File: config.mk
export PLATFORM = sky130hd
export DESIGN_NAME = pipe_stage_chain_flat
export DESIGN_NICKNAME = d
export VERILOG_FILES = /design/src/rtl/pipe_stage_chain_if.sv /design/src/rtl/pipe_stage_chain.sv /design/src/flat_wrapper.sv
export SDC_FILE = /design/constraint.sdc
export NUM_CORES = 1
export LEC_CHECK = 0
export ABC_AREA = 1
export ABC_CLOCK_PERIOD_IN_PS = 9900
export CAP_MARGIN = 0
export CORE_MARGIN = 5
export CORE_UTILIZATION = 35
export DETAILED_ROUTE_END_ITERATION = 6
export REMOVE_ABC_BUFFERS = 1
export SKIP_LAST_GASP = 1
export SYNTH_ARGS = -nofsm -noshare
export SYNTH_HDL_FRONTEND = slang
export SYNTH_SLANG_ARGS = --single-unit
File: constraint.sdc
create_clock -name clk -period 9.9 [get_ports clk]
set_input_delay 1.98 -clock clk [delete_from_list [all_inputs] [get_ports clk]]
set_output_delay 1.98 -clock clk [all_outputs]
set_load 0.05 [all_outputs]
File: src/rtl/pipe_stage_chain_if.sv
// Handshake bundle for pipe_stage_chain.
// Carries the producer-side entry offer (in_*) and the oldest stage's contents (out_*).
// The slave modport is the pipeline. The master modport is whatever feeds and drains it.
interface pipe_stage_chain_if #(
    parameter int WIDTH = 64,
    parameter int RD_W  = 5
);
    logic             in_valid;
    logic [WIDTH-1:0] in_data;
    logic [RD_W-1:0]  in_rd;
    logic             in_regwrite;
    logic             in_ready;
    logic             out_valid;
    logic [WIDTH-1:0] out_data;
    logic [RD_W-1:0]  out_rd;
    logic             out_regwrite;

    modport master (
        output in_valid, in_data, in_rd, in_regwrite,
        input  in_ready, out_valid, out_data, out_rd, out_regwrite
    );

    modport slave (
        input  in_valid, in_data, in_rd, in_regwrite,
        output in_ready, out_valid, out_data, out_rd, out_regwrite
    );
endinterface

File: src/rtl/pipe_stage_chain.sv
// N-stage pipeline register chain with per-stage stall/flush, automatic bubble
// insertion behind a stalled stage, and a youngest-first forwarding lookup.
// Stage 0 is the youngest and STAGES-1 is the oldest.
// Optional macro PIPE_PERF_CNT_EN adds the stall_cycles and bubble_cycles counters.
module pipe_stage_chain #(
    parameter int STAGES = 4,
    parameter int WIDTH  = 64,
    parameter int RD_W   = 5
) (
    input  logic                       clk,
    input  logic                       rst,
    pipe_stage_chain_if.slave          bus,
    input  logic [STAGES-1:0]          stall_req,
    input  logic [STAGES-1:0]          flush,
    output logic [STAGES-1:0]          stage_valid,
    output logic [STAGES*RD_W-1:0]     stage_rd,
    output logic [STAGES-1:0]          stage_regwrite,
    input  logic [RD_W-1:0]            q_rs1,
    input  logic [RD_W-1:0]            q_rs2,
    output logic                       fwd_hit1,
    output logic                       fwd_hit2,
    output logic [$clog2(STAGES)-1:0]  fwd_stage1,
    output logic [$clog2(STAGES)-1:0]  fwd_stage2
`ifdef PIPE_PERF_CNT_EN
    ,
    output logic [31:0]                stall_cycles,
    output logic [31:0]                bubble_cycles
`endif
);
    localparam int SW = $clog2(STAGES);

    // A stage is held when it or any older stage requests a stall.
    logic [STAGES-1:0] hold;
    // Flattened view of every stage's registers, so each stage can read its predecessor.
    logic [STAGES-1:0] stg_valid;
    logic [STAGES-1:0] stg_rw;
    logic [RD_W-1:0]   stg_rd   [STAGES];
    logic [WIDTH-1:0]  stg_data [STAGES];

    genvar gi;
    generate
        for (gi = 0; gi < STAGES; gi++) begin : g_stage
            logic             src_valid;
            logic             src_rw;
            logic             prev_hold;
            logic [RD_W-1:0]  src_rd;
            logic [WIDTH-1:0] src_data;
            logic             valid_q;
            logic             valid_d;
            logic             rw_q;
            logic             rw_d;
            logic [RD_W-1:0]  rd_q;
            logic [RD_W-1:0]  rd_d;
            logic [WIDTH-1:0] data_q;
            logic [WIDTH-1:0] data_d;

            assign hold[gi] = |stall_req[STAGES-1:gi];

            if (gi == 0) begin : g_head
                // An empty offer enters as a clean bubble, with its fields zeroed.
                assign src_valid = bus.in_valid;
                assign src_rw    = bus.in_valid & bus.in_regwrite;
                assign src_rd    = bus.in_valid ? bus.in_rd : '0;
                assign src_data  = bus.in_valid ? bus.in_data : '0;
                assign prev_hold = 1'b0;
            end else begin : g_body
                assign src_valid = stg_valid[gi-1];
                assign src_rw    = stg_rw[gi-1];
                assign src_rd    = stg_rd[gi-1];
                assign src_data  = stg_data[gi-1];
                assign prev_hold = hold[gi-1];
            end

            // Next-state priority: flush, then hold, then bubble behind a held predecessor, then advance.
            always_comb begin
                valid_d = valid_q;
                rw_d    = rw_q;
                rd_d    = rd_q;
                data_d  = data_q;
                if (flush[gi] || (!hold[gi] && prev_hold)) begin
                    valid_d = 1'b0;
                    rw_d    = 1'b0;
                    rd_d    = '0;
                    data_d  = '0;
                end else if (!hold[gi]) begin
                    valid_d = src_valid;
                    rw_d    = src_rw;
                    rd_d    = src_rd;
                    data_d  = src_data;
                end
            end

            // Stage register, which is cleared immediately when rst is asserted.
            always_ff @(posedge clk or posedge rst) begin
                if (rst) begin
                    valid_q <= 1'b0;
                    rw_q    <= 1'b0;
                    rd_q    <= '0;
                    data_q  <= '0;
                end else begin
                    valid_q <= valid_d;
                    rw_q    <= rw_d;
                    rd_q    <= rd_d;
                    data_q  <= data_d;
                end
            end

            assign stg_valid[gi]                = valid_q;
            assign stg_rw[gi]                   = rw_q;
            assign stg_rd[gi]                   = rd_q;
            assign stg_data[gi]                 = data_q;
            assign stage_rd[gi*RD_W +: RD_W]    = rd_q;
        end
    endgenerate

    assign stage_valid      = stg_valid;
    assign stage_regwrite   = stg_rw;
    assign bus.in_ready     = ~hold[0];
    assign bus.out_valid    = stg_valid[STAGES-1];
    assign bus.out_data     = stg_data[STAGES-1];
    assign bus.out_rd       = stg_rd[STAGES-1];
    assign bus.out_regwrite = stg_rw[STAGES-1];

    // Forwarding lookup: scan from oldest to youngest so the youngest match is written last and wins.
    always_comb begin
        fwd_hit1   = 1'b0;
        fwd_hit2   = 1'b0;
        fwd_stage1 = '0;
        fwd_stage2 = '0;
        for (int k = STAGES - 1; k >= 0; k--) begin
            if (stg_valid[k] && stg_rw[k] && (q_rs1 != '0) && (stg_rd[k] == q_rs1)) begin
                fwd_hit1   = 1'b1;
                fwd_stage1 = SW'(k);
            end
            if (stg_valid[k] && stg_rw[k] && (q_rs2 != '0) && (stg_rd[k] == q_rs2)) begin
                fwd_hit2   = 1'b1;
                fwd_stage2 = SW'(k);
            end
        end
    end

`ifdef PIPE_PERF_CNT_EN
    logic [31:0] stall_cnt_q;
    logic [31:0] stall_cnt_d;
    logic [31:0] bubble_cnt_q;
    logic [31:0] bubble_cnt_d;
    logic        seen_out_q;
    logic        seen_out_d;

    // Count stalled-input cycles, and count output gaps once the first result has appeared.
    always_comb begin
        stall_cnt_d  = hold[0] ? stall_cnt_q + 32'd1 : stall_cnt_q;
        bubble_cnt_d = (seen_out_q && !stg_valid[STAGES-1]) ? bubble_cnt_q + 32'd1 : bubble_cnt_q;
        seen_out_d   = seen_out_q | stg_valid[STAGES-1];
    end

    // Counter registers.
    always_ff @(posedge clk or posedge rst) begin
        if (rst) begin
            stall_cnt_q  <= '0;
            bubble_cnt_q <= '0;
            seen_out_q   <= 1'b0;
        end else begin
            stall_cnt_q  <= stall_cnt_d;
            bubble_cnt_q <= bubble_cnt_d;
            seen_out_q   <= seen_out_d;
        end
    end

    assign stall_cycles  = stall_cnt_q;
    assign bubble_cycles = bubble_cnt_q;
`endif
endmodule

File: src/flat_wrapper.sv
// flat-port wrapper written by rule: the top's interface ports become plain ports
module pipe_stage_chain_flat 
#(
    parameter int STAGES = 4,
    parameter int WIDTH  = 64,
    parameter int RD_W   = 5
)
  (clk, rst, stall_req, flush, stage_valid, stage_rd, stage_regwrite, q_rs1, q_rs2, fwd_hit1, fwd_hit2, fwd_stage1, fwd_stage2, bus_in_valid, bus_in_data, bus_in_rd, bus_in_regwrite, bus_in_ready, bus_out_valid, bus_out_data, bus_out_rd, bus_out_regwrite);
  pipe_stage_chain_if #(.WIDTH(WIDTH), .RD_W(RD_W)) bus_i ();
  input  logic clk;
  input  logic rst;
  input  logic [STAGES-1:0] stall_req;
  input  logic [STAGES-1:0] flush;
  output logic [STAGES-1:0] stage_valid;
  output logic [STAGES*RD_W-1:0] stage_rd;
  output logic [STAGES-1:0] stage_regwrite;
  input  logic [RD_W-1:0] q_rs1;
  input  logic [RD_W-1:0] q_rs2;
  output logic fwd_hit1;
  output logic fwd_hit2;
  output logic [$clog2(STAGES)-1:0] fwd_stage1;
  output logic [$clog2(STAGES)-1:0] fwd_stage2;
  input wire logic [$bits(bus_i.in_valid)-1:0] bus_in_valid;
  input wire logic [$bits(bus_i.in_data)-1:0] bus_in_data;
  input wire logic [$bits(bus_i.in_rd)-1:0] bus_in_rd;
  input wire logic [$bits(bus_i.in_regwrite)-1:0] bus_in_regwrite;
  output wire logic [$bits(bus_i.in_ready)-1:0] bus_in_ready;
  output wire logic [$bits(bus_i.out_valid)-1:0] bus_out_valid;
  output wire logic [$bits(bus_i.out_data)-1:0] bus_out_data;
  output wire logic [$bits(bus_i.out_rd)-1:0] bus_out_rd;
  output wire logic [$bits(bus_i.out_regwrite)-1:0] bus_out_regwrite;
  assign bus_i.in_valid = bus_in_valid;
  assign bus_i.in_data = bus_in_data;
  assign bus_i.in_rd = bus_in_rd;
  assign bus_i.in_regwrite = bus_in_regwrite;
  assign bus_in_ready = bus_i.in_ready;
  assign bus_out_valid = bus_i.out_valid;
  assign bus_out_data = bus_i.out_data;
  assign bus_out_rd = bus_i.out_rd;
  assign bus_out_regwrite = bus_i.out_regwrite;
  pipe_stage_chain #(.STAGES(STAGES), .WIDTH(WIDTH), .RD_W(RD_W)) u_core (.clk(clk), .rst(rst), .bus(bus_i), .stall_req(stall_req), .flush(flush), .stage_valid(stage_valid), .stage_rd(stage_rd), .stage_regwrite(stage_regwrite), .q_rs1(q_rs1), .q_rs2(q_rs2), .fwd_hit1(fwd_hit1), .fwd_hit2(fwd_hit2), .fwd_stage1(fwd_stage1), .fwd_stage2(fwd_stage2));
endmodule
==> flow_results.org, run 1 <==
** Power
- In this run the static leakage power is 6.85 nW.
- Gate power share :: between 7 and 8%
- In this run the power spent charging and discharging nets is 0.617 mW.
- Cell internal power dissipation :: 1.96 mW
- Registers are responsible for 45.7% of the overall power.
- The share of total power dissipated in the clock network is between 40% and 50%.
- IR analysis of the VDD net gives a maximum drop of 137 µV.
- Pwr dens :: approximately 160 mW/mm²
- In this run switching power makes up a little under a quarter of total power.

** STA
- Endpoints failing setup :: 0
- Clock tree skew after final layout :: 0.0161 ns
- Unrepaired setup endpoints after global routing :: false
- Worst-case hold slack :: between 0.5 and 0.6 ns
- At the pin with the least slew margin, the transition time is around 1.1 ns.
- The number of hold violations in the final report came to 0.
- Measured against its own limit, the worst slew margin works out to 24.7%.
- Final number of max-transition violations :: 0
- Accumulated negative setup slack :: 0 ns
- Final clock period utilization by the worst path :: approximately 62%
- Maximum achievable frequency :: 163 MHz
- Minimum clock period :: 6.12 ns

** Synth
- During synthesis, Yosys emitted a total of 0 warnings.
- Synthesis instantiated 31 different standard cells from the library.
- Sequential-to-total area share from yosys stat :: a little under three fifths
- Post-synthesis register bit count :: between 200 and 300
- A synthesized cell averages 9.66 µm².
- Instance count of the mapped netlist :: 1301
- Summing every instance area after synthesis gives 0.0126 mm².

** Floorplan
- Starting Density :: between 30% and 40%
- Die height :: 199 µm
- After floorplanning, the core was sized to cover 0.0355 mm².
- From left edge to right edge, the die measures 199 µm.
- The die covers 0.0398 mm².
- Row count :: 69
- For this design the top-level I/O count stands at 197.

** CTS
- Insertion delay of the later-clocked pin in the worst-skew pair :: 0.51 ns
- In this run, post-CTS hold repair placed 0 buffers.
- Master cell of the clock root buffer :: clkbuf_16
- Inserted Clock Buffers :: 34
- Clock tree sinks :: 284
- TritonCTS built the clock tree.
- Number of resized instances in the post-cts repair step :: 0
- Reg clk slew, reported paths :: 0.05 ns
- After clock tree synthesis, the setup repair step added 0 buffers.
- The H-tree generated during clock tree synthesis spans 2 levels.
- The clock passes through at most 3 buffers.

** Placed design
- Buffers placed on the I/O ports in this run total 196.
- Detailed placement ended at an HPWL of 21.3 mm.
- Routability-driven placement finished with a final weighted congestion of 0.826.
- Summing all placed instances gives a cell area of roughly 0.015 mm².
- # placed instances :: about 1900

** Final layout
- Registers take around 0.0071 mm².
- Ratio of cells with drive above 1 in the final layout :: about 9.9%
- Post-route cell area :: ~0.016 mm²
- Filler instances :: around 3500
- Utilization after layout :: 44.2%
- Antenna fix cells :: 0
- The top cell types in the final layout, fill and taps aside, are dfrtp_1, nand3_1, inv_1.
- Final-stage net count :: 1528
- Most common cell after layout, fill and taps aside :: dfrtp_1
- Footprint of the multi-input gates :: 0.00397 mm²
- Final cell count without fillers :: 1920
- Synth-to-Final Area Change :: 24.7%

** Global routing
- The first global-routing pass estimated 56.1 mm of wire.
- The number of antenna violations at the first check in global routing came to 1.
- Global routing finished with a remaining overflow of 0.
- All-Layer GR Usage :: ~18%
- Vias in the first global route :: ~10000
- Entering global routing, the biggest net connects 161 pins.

** Worst setup path
- The setup path with the least slack is of type in -> out.
- STA classifies the critical path endpoint as an output pin.
- Kind of launch point of the worst setup path :: input port
- Critical path fanouts, max :: 6
- Data arrival time at the worst-slack endpoint :: 4.14 ns
- At the worst endpoint, the required time is 7.92 ns.

** Route
- In this run, the number of DRC markers left after iteration 0 of detailed routing was 521.
- Router iterations before antenna repair :: 5
- Residual DRC count :: 0
- Using the TritonRoute via totals, the vias-per-cell ratio works out to 4.97.
- Detailed routing inserted a total of 9547 vias.
- Once detail routing completed, the nets flagged for antenna violations numbered 0.
- Wires add up to roughly 35 mm.
- In the final routed layout, each cell accounts on average for 18.3 µm.

** Run status
- The run finished with clean final reports.

** Flow run
- The tool flagged a number of max-cap violations equal to 0.

** Worst hold path
- Class of the most critical hold timing path :: reg -> reg
[power by group through the flow]
stage          registers [mW]  logic, mW  clock network (mW)
6_report                 1.18      0.185                1.21
5_1_grt                  1.18      0.204                1.30
4_1_cts                  1.18      0.190                1.25
3_5_place_dp             1.20      0.189                   0
3_3_place_gp             1.20      0.188                   0
2_1_floorplan            1.20     0.0829                   0
[cell type report]
cell class                 instances  area share, %
clock buffer                      47           6.13
clock inverter                    11          0.791
inverter                         233           5.65
multi-input combinational        678           25.3
sequential                       284           45.4
tap                              461           3.68
timing repair buffer             206           13.1
[metal layers]
layer,GRT usage (%),wire length [µm],vias to the layer above,share of wire (%)
li1,-,-,4573,-
met1,24.8,16300,4703,46
met2,28.7,16400,223,47
met3,3.39,1950,46,5.6
met4,3.67,510,2,1.4
met5,0,7,-,0.020
[critical path: stages]
cell and delay [ns]:
clkdlybuf4s50_1 0.65, inv_1 0.09, nand2_1 0.07, nand2_1 0.05, nor2_1 0.09, nand2_1 0.06
nor2_1 0.13, nand2_1 0.07, a21oi_1 0.13, clkdlybuf4s50_1 0.82
[synthesized netlist by cell type, drive strengths merged]
master / count / area (µm²)
nor2: 43 / 169
nand3b: 1 / 7.51
inv: 231 / 867
or2: 1 / 6.26
clkinv: 2 / 8.75
o32ai: 5 / 43.8
dfrtp: 284 / 7110
o22ai: 63 / 757
o21ai: 141 / 747
nand3: 232 / 1180
buf: 62 / 464
nand2: 95 / 369
xor2: 2 / 17.5
clkbuf: 44 / 165
a21oi: 23 / 115
nand4: 2 / 12.5
xnor2: 4 / 35.0
o31ai: 66 / 495
[flip-flops by register name, summed over array words and instances, names as in the netlist]
register,cells
u_core.bus.out_valid,1
u_core.bus.out_rd,5
u_core.g_stage.rd_q,15
u_core.bus.out_regwrite,1
u_core.g_stage.rw_q,3
u_core.g_stage.valid_q,3
u_core.g_stage.data_q,192
u_core.bus.out_data,64
[metrics by stage]
| step | total power, mW | worst slack (ns) |
|---|---|---|
| after global placement | 1.39 | 3.78 |
| after global routing | 2.68 | 3.57 |
| after detailed placement | 1.39 | 3.76 |
| final | 2.58 | 3.78 |
| after CTS | 2.62 | 3.75 |
| after floorplan | 1.29 | 0.0844 |
[cells by family (layout without fill, tap and decap cells)]
family          count (synthesis)  in the layout  synth area share, %
compound gates                298            298                 17.2
xor+xnor                        6              6                0.418
buf+inv                       339            497                 12.0
flops                         284            284                 56.6
simple gates                  374            374                 13.9
[final timing paths]
kind | startpoint | to | slack [ns] | cells past startpoint
setup / recovery | q_rs2[2] | fwd_stage2[0] | 3.78 | 10
hold / removal | u_core.bus.out_data[9]$_DFFE_PP0P_ | u_core.bus.out_data[9]$_DFFE_PP0P_ | 0.50 | 2
setup reg to reg | u_core.g_stage[2].rd_q[3]$_DFFE_PP0P_ | u_core.bus.out_rd[3]$_DFFE_PP0P_ | 8.90 | 2
hold reg to reg | u_core.bus.out_data[9]$_DFFE_PP0P_ | u_core.bus.out_data[9]$_DFFE_PP0P_ | 0.50 | 2
max in group asynchronous | rst | u_core.bus.out_data[56]$_DFFE_PP0P_ | 6.43 | 3
min in group asynchronous | rst | u_core.bus.out_data[60]$_DFFE_PP0P_ | 2.02 | 2
Power figures use the tool's default switching activity.
==> inputs of run 2 (changes only) <==
--- a/config.mk
+++ b/config.mk
@@ -6,7 +6,7 @@
 export NUM_CORES = 1
 export LEC_CHECK = 0
 export ABC_AREA = 1
-export ABC_CLOCK_PERIOD_IN_PS = 9900
+export ABC_CLOCK_PERIOD_IN_PS = 5000
 export CAP_MARGIN = 0
 export CORE_MARGIN = 5
 export CORE_UTILIZATION = 35
==> constraint.sdc (replaced) <==
create_clock -name clk -period 5 [get_ports clk]
set_input_delay 1 -clock clk [delete_from_list [all_inputs] [get_ports clk]]
set_output_delay 1 -clock clk [all_outputs]
set_load 0.05 [all_outputs]
==> flow_results.org, run 2 (synthesis gave the netlist of run 1 again) <==
** Global routing
- The global routing met3 resource utilization came to 3.24% (-0.15 points).
- The global-route track usage on met1 came to 25.3% (+0.51 points).
- GR Util met2 :: 27.8% (-0.93 points)
- met2 is the most crowded layer.
- The first-pass GRT wire length was 55.7 mm (-0.75%).
- Remaining Overflow, GRT :: 0 (unchanged)
- The largest net degree at the start of global routing is 106 (-34%).
- Initial antenna violation count :: 1 (unchanged)
- The overall global routing resource usage came to 17.4% (-0.26 points).
- Vias in the first global route :: 9792 (-2.2%)

** Worst setup path
- CP delay by family, top :: buffers and inverters
- The worst setup path is launched from an input port.
- The register-to-register path setup slack came to 4.02 ns (-4.88 ns).
- Data required time at the worst endpoint :: 4.00 ns (-3.92 ns)
- The combined buffer and inverter count along the critical path is 3 (unchanged).
- Maximum single-stage delay on the critical path :: 0.83 ns (about the same)
- R2r startpoint :: u_core.g_stage[2].rd_q[3]$_DFFE_PP0P_
- Element type at the critical path end :: output pin
- Critical path fanouts, max :: 7 (+1)
- R2r endpoint :: u_core.bus.out_rd[3]$_DFFE_PP0P_
- Crit path max-delay cell type :: clkdlybuf4s50_1
- Chain of cells forming the critical path :: clkdlybuf4s50_1 > inv_1 > a21oi_1 > nand3_1 > nor2_1 > nand2_1 > a21oi_1 > clkdlybuf4s50_1
- The worst reg-to-reg path cell count came to 2 (unchanged).
- Data arrival time at the worst-slack endpoint :: 3.18 ns (-0.96 ns)
- Worst Setup Path Type :: in -> out

** Floorplan
- Die height :: 199 µm (unchanged)
- The I/O pin count came to 197 (unchanged).
- Row count :: 69 (unchanged)
- Starting Density :: 35.4% (unchanged)
- Die footprint :: 0.0398 mm² (unchanged)
- Width of the die :: 199 µm (unchanged)
- The core area is 0.0355 mm² (unchanged).

** CTS
- Number of buffers between clock root and the deepest sink :: 3 (unchanged)
- The tree is rooted in a clkbuf_16.
- Count of buffers added by post-CTS timing repair for setup :: 0 (unchanged)
- H-tree levels :: 1 (-1)
- Reg clk slew, reported paths :: 0.06 ns (about the same)
- Number of resized instances in the post-cts repair step :: 0 (unchanged)
- The clock latency at the later pin of the worst-skew pair came to 0.55 ns (+0.04 ns).
- Inserted Clock Buffers :: 31 (-8.8%)
- TritonCTS built the clock tree.
- # hold bufs at CTS :: 0 (unchanged)
- The count of clock tree sinks came to 284 (unchanged).

** Placed design
- Detailed-placement wirelength estimate :: 21.8 mm (+2.6%)
- Placer Congestion :: 0.847 (+2.5%)
- The number of I/O port buffers is 196 (unchanged).
- Cell area after placement :: 0.0146 mm² (+0.36%)

** Route
- The iteration-0 DRC count of the detailed router was 540 (+3.6%).
- Router iterations before antenna repair :: 5 (unchanged)
- The via-per-instance ratio is 5.00 (+0.63%).
- Post-DR wirelength/cell :: 18.3 µm (-0.17%)
- The total vias in the final route is 9617 (+0.73%).
- The DRC violation count after routing came to 0 (unchanged).
- Final wirelength :: 35.2 mm (about the same)
- The number of nets still failing antenna checks after routing came to 0 (unchanged).

** Final layout
- Antenna fix cells :: 0 (unchanged)
- The final layout net count came to 1529 (+0.065%).
- Synth-to-Final Area Change :: 24.6% (about the same)
- Number of flip-flops under the largest register name :: 192 (unchanged)
- Filler instances :: 3460 (-0.46%)
- Post-route cell area :: 0.0157 mm² (about the same)
- In the layout the commonest cells are dfrtp_1, nand3_1, inv_1.
- Most common cell after layout, fill and taps aside :: dfrtp_1
- Ratio of cells with drive above 1 in the final layout :: 10.1% (+0.19 points)
- Counting flops per register, the top entry is u_core.g_stage.data_q.

** STA
- The slew at the pin closest to its max-slew limit was 1.13 ns (+0.00449 ns).
- Worst slew slack as a fraction of its limit :: 24.4% (-0.30 points)
- Endpoints failing setup :: 0 (unchanged)
- The routed design could run at a clock period as short as 4.18 ns.
- Final number of max-transition violations :: 0 (unchanged)
- The number of hold violations in the final report came to 0 (unchanged).
- Dividing the final minimum period by the clock period gives 83.6%.
- Timing would allow up to 239 MHz.
- The worst hold margin was 0.501 ns (-0.00359 ns).
- The final setup TNS was 0 ns (unchanged).
- Setup repair after global routing left no endpoint under its margin.
- Clock tree skew after final layout :: 0.00616 ns (-0.00992 ns)

** Worst hold path
- Class of the most critical hold timing path :: reg -> reg
- Worst hold stages :: 2 (unchanged)
- For hold timing, the worst endpoint is u_core.g_stage[2].data_q[19]$_DFFE_PP0P_.
- Worst hold path startpoint :: u_core.g_stage[1].data_q[19]$_DFFE_PP0P_

** Power
- Leakage power :: 6.84 nW (-0.15%)
- Worst IR drop on VDD :: 234 µV (+70%)
- Pwr dens :: 319 mW/mm² (+94%)

** Run status
- Result of the run :: finished clean

** Flow run
- The max-capacitance violation count was 0 (unchanged).
## run 2: changes by cell type in the layout (fill, tap and decap cells not counted), sizes merged
cell and change:
clkinvlp +3, clkdlybuf4s50 -1, clkinv -2, clkbuf -3
buf +5, inv -1, bufinv +1
## run 2: how the worst max path moves through the flow
| stage | cells after the start | endpoint | from | slack (ns) |
|---|---|---|---|---|
| after global routing | 10 | fwd_stage1[0] | q_rs1[2] | 0.58 |
| final | 8 | fwd_stage1[0] | q_rs1[3] | 0.82 |
| after CTS | 8 | fwd_stage1[0] | q_rs1[3] | 0.80 |
| after global placement | 8 | fwd_stage1[0] | q_rs1[3] | 0.80 |
| after floorplan | 1 | u_core.bus.out_data[0]$_DFFE_PP0P_ | rst | -3.84 |
| after detailed placement | 8 | fwd_stage1[0] | q_rs1[3] | 0.81 |
## run 2: per-layer routing
| layer | up-vias | wire (µm) |
|---|---|---|
| met5 | - | 10 |
| met4 | 2 | 376 |
| met3 | 34 | 2020 |
| met2 | 234 | 16300 |
| met1 | 4780 | 16500 |
| li1 | 4567 | - |
## run 2: tightest hold or removal path, cell delays in order (launching register included)
cell     delay, ns
dfrtp_1       0.34
nand3_1       0.07
o21ai_0       0.06
## run 2: cell type report
class	instances	area (µm²)	area share, %
Multi-Input combinational cell	678	3970	25.4
Clock inverter	12	146	0.935
Clock buffer	44	875	5.59
Inverter	233	885	5.65
Timing Repair Buffer	210	2100	13.4
Tap cell	461	577	3.68
Sequential cell	284	7110	45.4
## run 2: through the flow
stage                     util, %  std cells  worst slack (ns)  total power, mW
after global placement       41.2       1866             0.796             2.75
after CTS                    44.1       1922             0.800             5.06
after floorplan                 -       1195             -3.84             2.55
final                        44.1       1922             0.820             4.99
after detailed placement     41.2       1866             0.809             2.75
after global routing         44.1       1922             0.575             5.19
## run 2: where the power goes
| part | leakage, nW | switching [mW] | internal, mW | total (mW) |
|---|---|---|---|---|
| logic | 2.40 | 0.258 | 0.113 | 0.371 |
| clock network | 0.494 | 0.922 | 1.37 | 2.29 |
| registers | 3.94 | 0.0121 | 2.32 | 2.33 |
| total | 6.84 | 1.19 | 3.80 | 4.99 |
==> RTL change (flow settings as in run 2) <==
`STAGES` is set to 4 in 2 places; all go to 2.
--- a/src/rtl/pipe_stage_chain.sv
+++ b/src/rtl/pipe_stage_chain.sv
@@ -3,7 +3,7 @@
 // Stage 0 is the youngest and STAGES-1 is the oldest.
 // Optional macro PIPE_PERF_CNT_EN adds the stall_cycles and bubble_cycles counters.
 module pipe_stage_chain #(
-    parameter int STAGES = 4,
+    parameter int STAGES = 2,
     parameter int WIDTH  = 64,
     parameter int RD_W   = 5
 ) (
--- a/src/flat_wrapper.sv
+++ b/src/flat_wrapper.sv
@@ -1,7 +1,7 @@
 // flat-port wrapper written by rule: the top's interface ports become plain ports
 module pipe_stage_chain_flat 
 #(
-    parameter int STAGES = 4,
+    parameter int STAGES = 2,
     parameter int WIDTH  = 64,
     parameter int RD_W   = 5
 )
Ports: changed (7 resized); port bits go from 197 to 177. No check against the original RTL was run, so the function may have changed too.
==> RTL change against run 2 <==
Total power shrank 43%; sequential cell count shrank 142; critical path type unchanged; utilization grew 3.8 points; die area shrank 44%; final area shrank 41%; critical endpoint is now fwd_stage2; global-route usage shrank 1.6 points; area after synthesis shrank 46%; sequential share of layout area shrank 7.0 points; maximum frequency grew 8.1%; wire length shrank 51%; clock power shrank 40%; clock skew shrank 0.0011 ns; setup slack gained 0.31 ns; combinational power shrank 23%.
==> RTL change: results (changes against run 2) <==
stage	metric	value	unit	change
status	outcome	finished clean		
placement	gp_congestion	0.8095		-4.4%
drt	drtIter0Drc	202		-63%
sta	max_slew.worst_pin.slew	0.9651	ns	-0.1694 ns
logic_synthesis	synth-seq-area-share	0.5226		-0.04293
drt	firstDrtPassIters	6		+1
logic_synthesis	synth_area_leader_cell	dfrtp_1		
clock_tree	cts_buffers	17		-45%
grt	grt_pass1_vias	5222		-47%
pwr	power_leakage	3.956	nW	-42%
finish	fillers	1826		-47%
grt	antenna_found_initial	0		-1
logic_synthesis	synth-compound-area-share	0.2368		+0.06508
grt	grt_pass1_wl	27890	µm	-50%
worst_setup_path	cp.arrival	2.87	ns	-0.31 ns
worst_setup_path	crit_fanout	4		-3
placement	io_buffer_count	176		-10%
logic_synthesis	synth-xor-area-share	0.001288		-0.002894
clock_tree	clockBufferDepth	2		-1
drt	wirelength	17130	µm	-51%
finish	drive_above_1_share	0.1470		+0.04569
logic_synthesis	synth_area_leaders	dfrtp_1, o32ai_2, inv_1, o22ai_1, nand2_1		
finish	fin_nets	904		-41%
clock_tree	clk_latency	0.41	ns	-0.14 ns
sta	fin_skew	0.005029	ns	-0.001128 ns
worst_setup_path	max_stage_delay	0.81	ns	-0.02 ns
pwr	peakVddDrop	266.5	µV	+14%
grt	grt_max_degree	102		-3.8%
placement	dpl.hpwl	10840	µm	-50%
drt	via_per_inst	4.565		-8.8%
-- RTL change: power by group --
group          switching [mW]  internal, mW
sequential            0.00920          1.17
clock                   0.501         0.879
combinational           0.174         0.112
total                   0.683          2.16
-- RTL change: area by class of cell --
cell class,count,area [µm²],area share
sequential,142,3553,0.3844
inverter,234,885.9,0.09583
clock buffer,20,466.7,0.05049
timing repair buffer,183,1824,0.1973
clock inverter,12,181.4,0.01963
tap,265,331.6,0.03587
multi-input combinational,239,2001,0.2164
-- RTL change: final timing paths --
check                           cells after the start                                        to                                   from  slack (ns)
worst max-delay path                                8                                fwd_stage2                               q_rs2[2]        1.13
worst min-delay path                                2       u_core.bus.out_data[38]$_DFFE_PP0P_    u_core.bus.out_data[38]$_DFFE_PP0P_        0.53
worst max register to register                      2          u_core.bus.out_rd[1]$_DFFE_PP0P_  u_core.g_stage[0].rd_q[1]$_DFFE_PP0P_        4.14
worst min register to register                      2       u_core.bus.out_data[38]$_DFFE_PP0P_    u_core.bus.out_data[38]$_DFFE_PP0P_        0.53
max in group asynchronous                           3  u_core.g_stage[0].data_q[26]$_DFFE_PP0P_                                    rst        3.02
min in group asynchronous                           2        u_core.bus.out_data[2]$_DFFE_PP0P_                                    rst        1.13
-- RTL change: routing by layer --
layer / vias to the layer above / track usage / share of wire
met2: 131 / 0.2441 / 0.46
met1: 2437 / 0.2151 / 0.47
met4: 0 / 0.04211 / 0.012
met3: 20 / 0.05287 / 0.066
li1: 2411 / - / -
met5: - / 0 / 0
-- RTL change: stage by stage --
step	instances	instance area [µm²]	power (mW)	worst slack [ns]
finish	1095	9244	2.846	1.134
global route	1095	9244	2.959	0.9898
CTS	1095	9244	2.883	1.131
detailed placement	1063	8596	1.493	1.136
global placement	1063	8596	1.491	1.148
floorplan	615	6425	1.341	0.1904
-- RTL change: worst register-to-register path: cells and delay by family (launching register included) --
kind                   cells  cell delay, ns
DFF                        1            0.42
AOI/OAI and AO/OA          1            0.24
buffers and inverters      1            0.11
-- RTL change: cells by family (layout without fill, tap and decap cells) --
logic type             after synthesis  after routing
AO/OA/AOI/OAI                      146            146
XOR/XNOR                             1              1
buffers and inverters              280            449
flip-flops                         142            142
AND/OR/NAND/NOR                     92             92
